File: src/rtl/exu_lsu_ctrl.sv
`timescale 1ns/1ps
// exu_lsu_ctrl: sequences one load/store at a time between the EXU and the
// load/store bus.
//   Request side : i_req_* in, o_req_rdy out (high only in IDLE).
//   Bus side     : exu_addr/exu_addr_vld/lsu_wr/o_data/o_wstrb out;
//                  lsu_wready, lsu_rready, i_data, i_datavld in.
//   Writeback    : o_wb_vld pulse with o_wb_rd_idx / o_wb_data.
//   Status       : o_stall (not IDLE), o_misalign / o_bus_err pulses.
module exu_lsu_ctrl #(
  parameter int ADDR_WIDTH  = 32,
  parameter int RFIDX_WIDTH = 5,
  parameter int TIMEOUT     = 255,
  parameter int CNT_WIDTH   = 8
) (
  input  logic                   clk,
  input  logic                   rst_n,
  input  logic                   i_req_vld,
  output logic                   o_req_rdy,
  input  logic                   i_req_wr,
  input  logic [ADDR_WIDTH-1:0]  i_req_addr,
  input  logic [31:0]            i_req_wdata,
  input  logic [1:0]             i_req_size,
  input  logic                   i_req_unsigned,
  input  logic [RFIDX_WIDTH-1:0] i_req_rd_idx,
  output logic [ADDR_WIDTH-1:0]  exu_addr,
  output logic                   exu_addr_vld,
  output logic                   lsu_wr,
  output logic [31:0]            o_data,
  output logic [3:0]             o_wstrb,
  input  logic                   lsu_wready,
  input  logic                   lsu_rready,
  input  logic [31:0]            i_data,
  input  logic                   i_datavld,
  output logic                   o_wb_vld,
  output logic [RFIDX_WIDTH-1:0] o_wb_rd_idx,
  output logic [31:0]            o_wb_data,
  output logic                   o_stall,
  output logic                   o_misalign,
  output logic                   o_bus_err
);
  typedef enum logic [2:0] {S_IDLE, S_WR_REQ, S_RD_REQ, S_RD_DATA, S_WB} state_e;

  // Counter value in the last allowed cycle of a bus state.
  localparam logic [CNT_WIDTH-1:0] TO_LAST = CNT_WIDTH'(TIMEOUT - 1);

  state_e                 state_q;
  logic [1:0]             size_q, off_q;
  logic                   uns_q;
  logic [CNT_WIDTH-1:0]   cnt_q;
  logic [ADDR_WIDTH-1:0]  addr_q;
  logic                   addr_vld_q, wr_q, wb_vld_q, misalign_q, bus_err_q;
  logic [31:0]            data_q, wb_data_q;
  logic [3:0]             wstrb_q;
  logic [RFIDX_WIDTH-1:0] wb_idx_q;

  logic        misalign_d, to_hit_d;
  logic [31:0] wdata_d, ld_data_d;
  logic [3:0]  wstrb_d;
  logic [7:0]  ld_byte_d;
  logic [15:0] ld_half_d;

  assign misalign_d = ((i_req_size == 2'b01) & i_req_addr[0]) |
                      (i_req_size[1] & (|i_req_addr[1:0]));
  assign to_hit_d   = (TIMEOUT != 0) && (cnt_q == TO_LAST);

  // Store lane replication and strobes, computed from the incoming request.
  always_comb begin
    wdata_d = i_req_wdata;
    wstrb_d = 4'b1111;
    case (i_req_size)
      2'b00: begin
        wdata_d = {4{i_req_wdata[7:0]}};
        wstrb_d = 4'b0001 << i_req_addr[1:0];
      end
      2'b01: begin
        wdata_d = {2{i_req_wdata[15:0]}};
        wstrb_d = 4'b0011 << i_req_addr[1:0];
      end
      default: ;
    endcase
  end

  // Load lane select and sign/zero extension.
  always_comb begin
    ld_byte_d = i_data[{off_q, 3'b000} +: 8];
    ld_half_d = i_data[{off_q[1], 4'b0000} +: 16];
    ld_data_d = i_data;
    case (size_q)
      2'b00:   ld_data_d = {{24{~uns_q & ld_byte_d[7]}}, ld_byte_d};
      2'b01:   ld_data_d = {{16{~uns_q & ld_half_d[15]}}, ld_half_d};
      default: ;
    endcase
  end

  always_ff @(posedge clk or negedge rst_n) begin
    if (!rst_n) begin
      state_q    <= S_IDLE;
      size_q     <= '0;
      off_q      <= '0;
      uns_q      <= 1'b0;
      cnt_q      <= '0;
      addr_q     <= '0;
      addr_vld_q <= 1'b0;
      wr_q       <= 1'b0;
      data_q     <= '0;
      wstrb_q    <= '0;
      wb_vld_q   <= 1'b0;
      wb_idx_q   <= '0;
      wb_data_q  <= '0;
      misalign_q <= 1'b0;
      bus_err_q  <= 1'b0;
    end else begin
      misalign_q <= 1'b0;
      bus_err_q  <= 1'b0;
      wb_vld_q   <= 1'b0;
      cnt_q      <= cnt_q + CNT_WIDTH'(1);
      case (state_q)
        S_IDLE: begin
          if (i_req_vld) begin
            if (misalign_d) begin
              misalign_q <= 1'b1;
            end else begin
              addr_q     <= {i_req_addr[ADDR_WIDTH-1:2], 2'b00};
              size_q     <= i_req_size;
              off_q      <= i_req_addr[1:0];
              uns_q      <= i_req_unsigned;
              cnt_q      <= '0;
              addr_vld_q <= 1'b1;
              wr_q       <= i_req_wr;
              if (i_req_wr) begin
                data_q  <= wdata_d;
                wstrb_q <= wstrb_d;
                state_q <= S_WR_REQ;
              end else begin
                wb_idx_q <= i_req_rd_idx;
                state_q  <= S_RD_REQ;
              end
            end
          end
        end
        S_WR_REQ: begin
          if (lsu_wready) begin
            addr_vld_q <= 1'b0;
            wr_q       <= 1'b0;
            state_q    <= S_IDLE;
          end else if (to_hit_d) begin
            addr_vld_q <= 1'b0;
            wr_q       <= 1'b0;
            bus_err_q  <= 1'b1;
            state_q    <= S_IDLE;
          end
        end
        S_RD_REQ: begin
          if (lsu_rready) begin
            addr_vld_q <= 1'b0;
            cnt_q      <= '0;
            // Data may come back in the same cycle the address is taken.
            if (i_datavld) begin
              wb_data_q <= ld_data_d;
              wb_vld_q  <= 1'b1;
              state_q   <= S_WB;
            end else begin
              state_q   <= S_RD_DATA;
            end
          end else if (to_hit_d) begin
            addr_vld_q <= 1'b0;
            bus_err_q  <= 1'b1;
            state_q    <= S_IDLE;
          end
        end
        S_RD_DATA: begin
          if (i_datavld) begin
            wb_data_q <= ld_data_d;
            wb_vld_q  <= 1'b1;
            state_q   <= S_WB;
          end else if (to_hit_d) begin
            bus_err_q <= 1'b1;
            state_q   <= S_IDLE;
          end
        end
        S_WB:    state_q <= S_IDLE;
        default: state_q <= S_IDLE;
      endcase
    end
  end

  assign o_req_rdy    = (state_q == S_IDLE);
  assign o_stall      = (state_q != S_IDLE);
  assign exu_addr     = addr_q;
  assign exu_addr_vld = addr_vld_q;
  assign lsu_wr       = wr_q;
  assign o_data       = data_q;
  assign o_wstrb      = wstrb_q;
  assign o_wb_vld     = wb_vld_q;
  assign o_wb_rd_idx  = wb_idx_q;
  assign o_wb_data    = wb_data_q;
  assign o_misalign   = misalign_q;
  assign o_bus_err    = bus_err_q;
endmodule

File: config.mk
export PLATFORM = sky130hd
export DESIGN_NAME = exu_lsu_ctrl
export DESIGN_NICKNAME = d
export VERILOG_FILES = /design/src/rtl/exu_lsu_ctrl.sv
export SDC_FILE = /design/constraint.sdc
export NUM_CORES = 1
export LEC_CHECK = 0
export CAP_MARGIN = 20
export CORE_ASPECT_RATIO = 1.1
export CORE_MARGIN = 8
export CORE_UTILIZATION = 44
export DETAILED_ROUTE_END_ITERATION = 16
export PLACE_DENSITY = 0.8
export RECOVER_POWER = 50
export SLEW_MARGIN = 20
export SYNTH_ARGS = -nofsm -noshare
export SYNTH_HDL_FRONTEND = slang
export SYNTH_SLANG_ARGS = --single-unit
File: constraint.sdc
create_clock -name clk -period 2.2 [get_ports clk]
set_input_delay 0.44 -clock clk [delete_from_list [all_inputs] [get_ports clk]]
set_output_delay 0.44 -clock clk [all_outputs]
set_load 0.01 [all_outputs]
==> results.txt, run 1 <==
- In this run, placement finished with an instance count of 904.
- In the synthesized netlist the dominant register cell turns out to be sky130_fd_sc_hd__dfrtp_1.
- The congestion estimate from routability-driven global placement came to 0.877.
* Final worst-path setup slack: 0.0647 ns
- Max-slew headroom at the worst pin: 32.7%
- Measured along the y axis, the die boundary spans 136 um.
- Counting cells, the worst reg-to-reg path comes to 6.
- Total standard cell area after synthesis: 5770 um2
- Synthesized instance count: 525
- Global routing used 20.8% of the available tracks.
- Num CTS Buffers: 17
- The count of final max-slew check failures was 0.
* Total I/O pin count: 223
- Reg2reg start: state_q[0]
- The smallest clock period supported by the final layout is computed as 2.14 ns.
- # diodes: 0
* R2r endpoint: o_wb_data[12]
- Of the total power, the share spent switching nets is 33.1%.
- Input/output buffers: 220
- After routing, the total negative slack on setup checks comes to 0 ns.
- Cell leakage power: 0.00389 uW
- The tool flagged a number of max-cap violations equal to 0.
* Async set or reset register ratio after synthesis: 100%
- The path class of the tightest hold or removal check is in2async.
- Number of enable-type register cells in the synthesized netlist: 0
* YS warnings: 0
* Max frequency: 468 MHz
* Largest net degree at the start of global routing: 40
* Final hold violations: 0
* Data arrival, critical path: 1.70 ns
- Compared with the post-synthesis result, the final layout area differs by 52.8%.
* First drt pass iteration count: 4
- Clock transition at the registers of the reported paths: 0.05 ns
- CP endpoint kind: output pin
- The critical path in this run is classified as reg2out.
- Buffer levels on the longest clock path: 2
- At the worst endpoint, the required time is 1.76 ns.
- In this run the number of H-tree levels came out at 4.
* TritonCTS sink count: 124
* Combinational share of power: 44.5%
* CP Launch Type: flop
- The cell sitting at the root of the clock tree is a sky130_fd_sc_hd__clkbuf_16.
- The finished layout holds 935 standard cells, fillers aside.
- Final Net Count: 875
- Core region area: 13000 um2
- In this run, flip-flops and latches consume 33.3% of the power.
* Slack of the worst reg-to-reg path: 0.14 ns
* Sw power: 4020 uW
- Starting utilization of the core area: 44.4%
- Final hold analysis gives a worst-case slack of 0.197 ns.
- Averaged over all synthesized cells, the footprint is 11.0 um2.
- For this design the ratio of total power to cell area is 1380 nW/um2.
- Total global routing overflow: 0
- Setup violations remaining at the end of the flow were counted as 0.
- Synthesized flop and latch total: 124
- At the placement stage, the worst setup path has a slack of -0.0419 ns.
* Sum of routed wire length over all layers: 17400 um
* Highest ir drop seen on vdd: 0.000685 V
- TritonCTS built the clock tree.
- The die covers 17000 um2.
- Across the routed clock network, the largest skew measured is 0.00591 ns.
* Vias per cell: 5.29
* Final critical-path share of the clock period: 97.1%
* Initial DRC count: 440
* Vias: 4946
- The via count of the first global-routing pass is 5292.
- In this run the remaining antenna-violating nets after routing total 0.
- Fraction of the yosys area taken by sequential cells: 53.8%
- Std cell rows: 44
- Internal power contribution: 8110 uW
* Top fanout value on the critical path: 4
* Portion of total power attributed to the clock network: 22.2%
- Clk Latency, worst-skew pair: 0.41 ns
* Initial antenna violation count: 0
- In this run the horizontal extent of the chip is 125 um.
* Number of distinct standard cells referenced by the synthesized netlist: 50
- After detailed routing, the average wire length per cell comes to 18.6 um.
* Outcome: complete, no violations
- Detailed placement HPWL: 13300 um
- Of the cells placed in the final design, the portion with a size suffix greater than 1 is 15.6%.
- The first global-routing pass estimated 27800 um of wire.
- In the routed design, unresolved DRC markers number 0.
- Setup repair after global routing missed its margin: false
- Transition time at the pin with the least slew margin: 1.01 ns
==> routing by layer <==
layer	part of all wire [%]	global-route usage (%)	up-vias
met1	39	22.4	2371
met5	0	0	-
met3	8.0	8.36	44
met4	3.2	10.4	0
li1	-	-	2323
met2	50	35.1	208
==> logic make-up (layout without fill, tap and decap cells) <==
| family | Yosys count | after routing | synth area share (%) |
|---|---|---|---|
| AND/OR/NAND/NOR | 141 | 141 | 10.9 |
| flip-flops | 124 | 124 | 53.8 |
| AO/OA/AOI/OAI | 109 | 109 | 12.3 |
| multiplexers | 89 | 89 | 17.0 |
| buffers and inverters | 53 | 301 | 4.53 |
| XOR/XNOR | 6 | 6 | 0.911 |
| adder cells (fa/ha/maj) | 2 | 2 | 0.434 |
| other | 1 | 2 | 0.0650 |
==> power groups by stage <==
stage / clock [uW] / combinational (uW) / sequential [uW]
after detailed placement: 0 / 5530 / 4070
after global routing: 2840 / 5820 / 4180
final: 2690 / 5400 / 4040
after CTS: 2750 / 5570 / 4050
after global placement: 0 / 5380 / 3990
after floorplan: 0 / 2100 / 4390
==> through the flow <==
| step | power (uW) | instance area, um2 | utilization (%) |
|---|---|---|---|
| floorplan | 6490 | 5770 | - |
| global placement | 9380 | 8330 | 64.1 |
| detailed placement | 9600 | 8330 | 64.1 |
| CTS | 12400 | 8910 | 68.6 |
| global route | 12800 | 8820 | 67.9 |
| finish | 12100 | 8820 | 67.9 |
==> final cells by class <==
class	instances	area [um2]
clock buffers	24	482
clock inverters	7	88.8
fillers	978	4170
inverters	16	60.1
multi-input cells	349	2410
flip-flops and latches	124	3100
well taps	161	201
repair buffers	254	2470
==> sequential cells by signal, summed over array words and instances (netlist names), 2 cells and up <==
register and flops:
o_data 32, state_q 3, cnt_q 8, o_wb_data 32
off_q 2, size_q 2, o_wstrb 4, o_wb_rd_idx 5
exu_addr 30
==> placed cells by master (no fill, tap or decap), types with 2 or more instances in the layout <==
master                            count
sky130_fd_sc_hd__a31oi_1             21
sky130_fd_sc_hd__or2_2                2
sky130_fd_sc_hd__nand2b_1             3
sky130_fd_sc_hd__clkbuf_16           17
sky130_fd_sc_hd__nor2b_1              2
sky130_fd_sc_hd__conb_1               2
sky130_fd_sc_hd__inv_1               16
sky130_fd_sc_hd__nand2_1             64
sky130_fd_sc_hd__mux2_2              51
sky130_fd_sc_hd__o22ai_1              2
sky130_fd_sc_hd__nand3_1              4
sky130_fd_sc_hd__buf_4               22
sky130_fd_sc_hd__mux2_4               3
sky130_fd_sc_hd__a211oi_1             3
sky130_fd_sc_hd__clkdlybuf4s50_1    203
sky130_fd_sc_hd__or3_1                2
sky130_fd_sc_hd__nor2_1              41
sky130_fd_sc_hd__a21oi_1             15
sky130_fd_sc_hd__clkinv_2             4
sky130_fd_sc_hd__buf_12               4
sky130_fd_sc_hd__clkbuf_1            10
sky130_fd_sc_hd__a221oi_1            11
sky130_fd_sc_hd__ha_1                 2
sky130_fd_sc_hd__o21ai_0             39
sky130_fd_sc_hd__bufinv_16            2
sky130_fd_sc_hd__clkbuf_2             3
sky130_fd_sc_hd__xor2_1               5
sky130_fd_sc_hd__nor3b_1              3
sky130_fd_sc_hd__dfrtp_1            124
sky130_fd_sc_hd__a21o_1               7
sky130_fd_sc_hd__nand4_1              3
sky130_fd_sc_hd__mux2i_1             34
sky130_fd_sc_hd__nor3_1               9
sky130_fd_sc_hd__a221oi_2             4
sky130_fd_sc_hd__clkbuf_8             3
sky130_fd_sc_hd__dlygate4sd3_1       16
==> timing repair <==
| item | 4_1_cts | 5_1_grt |
|---|---|---|
| hold endpoints to repair | 0 | 0 |
| endpoints found under the setup margin | 1 | 0 |
| hold buffers | 0 | 0 |
| resized for setup | 1 | 0 |
| buffers inserted | 0 | 0 |
==> cell usage after synthesis (2+ instances only) <==
master / count / area, um2
sky130_fd_sc_hd__or3_1: 2 / 12.5
sky130_fd_sc_hd__nand3_1: 4 / 20.0
sky130_fd_sc_hd__a21o_1: 7 / 52.6
sky130_fd_sc_hd__o22ai_1: 2 / 12.5
sky130_fd_sc_hd__nand2b_1: 3 / 18.8
sky130_fd_sc_hd__buf_2: 11 / 55.1
sky130_fd_sc_hd__ha_1: 2 / 25.0
sky130_fd_sc_hd__buf_4: 3 / 22.5
sky130_fd_sc_hd__mux2_4: 3 / 45.0
sky130_fd_sc_hd__inv_1: 15 / 56.3
sky130_fd_sc_hd__a221oi_1: 11 / 96.3
sky130_fd_sc_hd__xor2_1: 5 / 43.8
sky130_fd_sc_hd__mux2_2: 51 / 574
sky130_fd_sc_hd__nor3_1: 10 / 50.1
sky130_fd_sc_hd__a211oi_1: 2 / 15.0
sky130_fd_sc_hd__clkbuf_1: 16 / 60.1
sky130_fd_sc_hd__nand4_1: 3 / 18.8
sky130_fd_sc_hd__dfrtp_1: 124 / 3100
sky130_fd_sc_hd__buf_6: 5 / 56.3
sky130_fd_sc_hd__mux2i_1: 34 / 340
sky130_fd_sc_hd__nand2_1: 64 / 240
sky130_fd_sc_hd__nor3b_1: 3 / 22.5
sky130_fd_sc_hd__o21ai_0: 38 / 190
sky130_fd_sc_hd__a21oi_1: 15 / 75.1
sky130_fd_sc_hd__nor2b_1: 2 / 12.5
sky130_fd_sc_hd__a221oi_2: 4 / 60.1
sky130_fd_sc_hd__buf_1: 2 / 7.51
sky130_fd_sc_hd__or2_2: 2 / 12.5
sky130_fd_sc_hd__nor2_1: 41 / 154
sky130_fd_sc_hd__a31oi_1: 21 / 131
==> worst max path at each step <==
stage                              from              to  slack [ns]
final                        state_q[0]       o_req_rdy        0.06
after global routing      i_req_addr[0]    exu_addr[21]        0.02
after detailed placement  i_req_size[1]       o_data[8]       -0.04
after CTS                    state_q[0]       o_req_rdy        0.03
after global placement       i_data[23]   o_wb_data[29]        0.05
after floorplan              state_q[2]  o_wb_rd_idx[0]        0.50
==> critical path, stage by stage, from the launching register on <==
cell and delay [ns]:
sky130_fd_sc_hd__dfrtp_1 0.46, sky130_fd_sc_hd__nor3_2 0.24, sky130_fd_sc_hd__clkdlybuf4s50_1 0.59
Note: power is estimated with default switching activity, not from simulation.
==> run 2, diff against run 1 <==
--- a/config.mk
+++ b/config.mk
@@ -12,7 +12,8 @@
 export DETAILED_ROUTE_END_ITERATION = 16
 export PLACE_DENSITY = 0.8
 export RECOVER_POWER = 50
-export SLEW_MARGIN = 20
+export REMOVE_ABC_BUFFERS = 1
+export SLEW_MARGIN = 10
 export SYNTH_ARGS = -nofsm -noshare
 export SYNTH_HDL_FRONTEND = slang
 export SYNTH_SLANG_ARGS = --single-unit
==> results.txt, run 2 (synthesis results as in run 1) <==
- Global routing finished with a remaining overflow of 0.
- The count of final max-slew check failures came to 0.
* Via count of the first global-routing pass: 5242
- Clk Latency, worst-skew pair: 0.40 ns
* Fraction of layout cells with a size suffix above 1: 16.9%
- Category of the most critical setup path: reg2out
- The clock arrives with 0.0103 ns of skew.
- The flow ran to the end, and the final reports show no timing, DRC or antenna violations.
- The worst-case IR drop observed on VDD is 0.000861 V.
* CP Launch Type: flop
- Setup repair after global routing left no endpoint under its margin.
- In this run the worst path has a maximum fanout of 5.
- Starting utilization of the core area: 44.4%
- In this run the count of I/O pins placed on the die edge is 223.
- In the routed design, unresolved DRC markers number 0.
* Input/output buffers: 220
* Pre-CTS setup slack: -0.0868 ns
- Overall power after layout: 12100 uW
* Detailed placement HPWL: 13100 um
- Dividing the final minimum period by the clock period gives 94.6%.
* CTS tree: built
* Clock transition at the registers of the reported paths: 0.06 ns
- From bottom edge to top edge, the die measures 136 um.
- 0 antenna diodes ended up in the layout.
* Initial antenna violation count: 0
- Wire length per cell: 18.4 um
- Final Net Count: 873
* Final period demand of the worst path: 2.08 ns
- In this run the remaining antenna-violating nets after routing total 0.
- STA classifies the critical path endpoint as an output pin.
- GRT Resource Usage Total: 19.6%
* Buffer levels on the longest clock path: 2
* DIE WIDTH: 125 um
- Initial DRC count: 282
- The first TritonRoute pass finished after 5 iterations.
- Max frequency: 480 MHz
* Commonest non-fill, non-tap cell in the layout: sky130_fd_sc_hd__clkdlybuf4s50_1
- Cell leakage power: 0.00394 uW
- Detailed routing inserted a total of 4926 vias.
* Max Cap Viol: 0
- Core region area: 13000 um2
- TritonCTS sink count: 124
- Final cell utilization of the core: 68.3%
* Commonest non-fill, non-tap cells in the layout: 170 x sky130_fd_sc_hd__clkdlybuf4s50_1, 123 x sky130_fd_sc_hd__dfrtp_1, 64 x sky130_fd_sc_hd__nand2_1, 51 x sky130_fd_sc_hd__mux2_2, 48 x sky130_fd_sc_hd__dlygate4sd3_1
- The worst path meets setup with 0.118 ns of slack.
- Entering global routing, the biggest net connects 50 pins.
- Clock root buffer: sky130_fd_sc_hd__clkbuf_16
- Slack of the worst reg-to-reg path: 0.32 ns
- The initialized floorplan defines 44 standard-cell rows.
- Num CTS Buffers: 17
- In this run the critical register-to-register path is launched from off_q[1].
* Vias per cell: 5.27
- Headroom to the max-slew limit came out at 30.0%.
- Pwr per Cell Area: 1370 nW/um2
- Worst EP required: 1.76 ns
* Class of the most critical hold timing path: in2async
- Gpl congestion: 0.828
- In this run the worst setup path begins at state_q[0].
- From synthesis to final layout, the design area changed by 53.8%.
* Number of H-tree levels: 4
- The floorplan step defined a die boundary enclosing 17000 um2.
* Data arrival, critical path: 1.64 ns
* Total negative setup slack: 0 ns
* Post-CTS Hold Buffers: 0
- Sum of routed wire length over all layers: 17200 um
- Final hold violations: 0
- Wire length of the first global-routing pass: 26800 um
- Setup violations remaining at the end of the flow were counted as 0.
- R2r endpoint: o_wb_data[22]
- Counting cells, the worst reg-to-reg path comes to 4.
* Transition time at the pin with the least slew margin: 1.05 ns
## run 2: cell count changes in the layout (fill, tap and decap cells not counted), moves of 2 or more
cell	delta
sky130_fd_sc_hd__clkinvlp_4	+4
sky130_fd_sc_hd__clkbuf_1	-8
sky130_fd_sc_hd__buf_4	+2
sky130_fd_sc_hd__dlygate4sd3_1	+32
sky130_fd_sc_hd__clkdlybuf4s50_1	-33
## run 2: critical path: stages, from the launching register on
cell and delay [ns]:
sky130_fd_sc_hd__dfrtp_1 0.46, sky130_fd_sc_hd__nor3_2 0.23, sky130_fd_sc_hd__inv_1 0.07, sky130_fd_sc_hd__clkdlybuf4s50_1 0.49
## run 2: how the worst max path moves through the flow
stage / to / cells past startpoint / slack, ns
floorplan: o_wstrb[1] / 4 / -0.87
global placement: o_data[4] / 5 / -0.01
detailed placement: o_data[13] / 6 / -0.09
CTS: o_req_rdy / 2 / 0.03
global route: o_stall / 3 / 0.02
finish: o_stall / 3 / 0.12
## run 2: what timing repair did
| item | in CTS | in global routing |
|---|---|---|
| gates resized for setup | 2 | 1 |
| setup endpoints to repair | 2 | 1 |
| hold endpoints to repair | 0 | 0 |
| buffers inserted | 0 | 0 |
## run 2: area by class of cell
class	count	area, um2
fillers	1009	4120
flip-flops and latches	124	3100
repair buffers	252	2490
multi-input cells	349	2410
clock buffers	20	457
well taps	161	201
clock inverters	12	145
inverters	16	60.1
## run 2: stage by stage
stage	instance area [um2]	std cells	hold slack [ns]
6_report	8880	934	0.231
5_1_grt	8880	934	0.294
4_1_cts	8910	934	0.0508
3_5_place_dp	8310	902	0.471
3_3_place_gp	8310	902	0.462
2_1_floorplan	5570	489	0.144
## run 2: routing by layer
metal  part of all wire [%]  track usage [%]  wire length (um)
met4                    2.3             7.24               388
met5                      0                0                 0
met3                    7.8             7.85              1350
met1                     39             20.5              6600
met2                     51             34.9              8810
## run 2: where the power goes
group	leakage [uW]	internal [uW]	switching [uW]
sequential	0.00151	3350	710
combinational	0.00214	2920	2330
clock	0.000288	1830	992
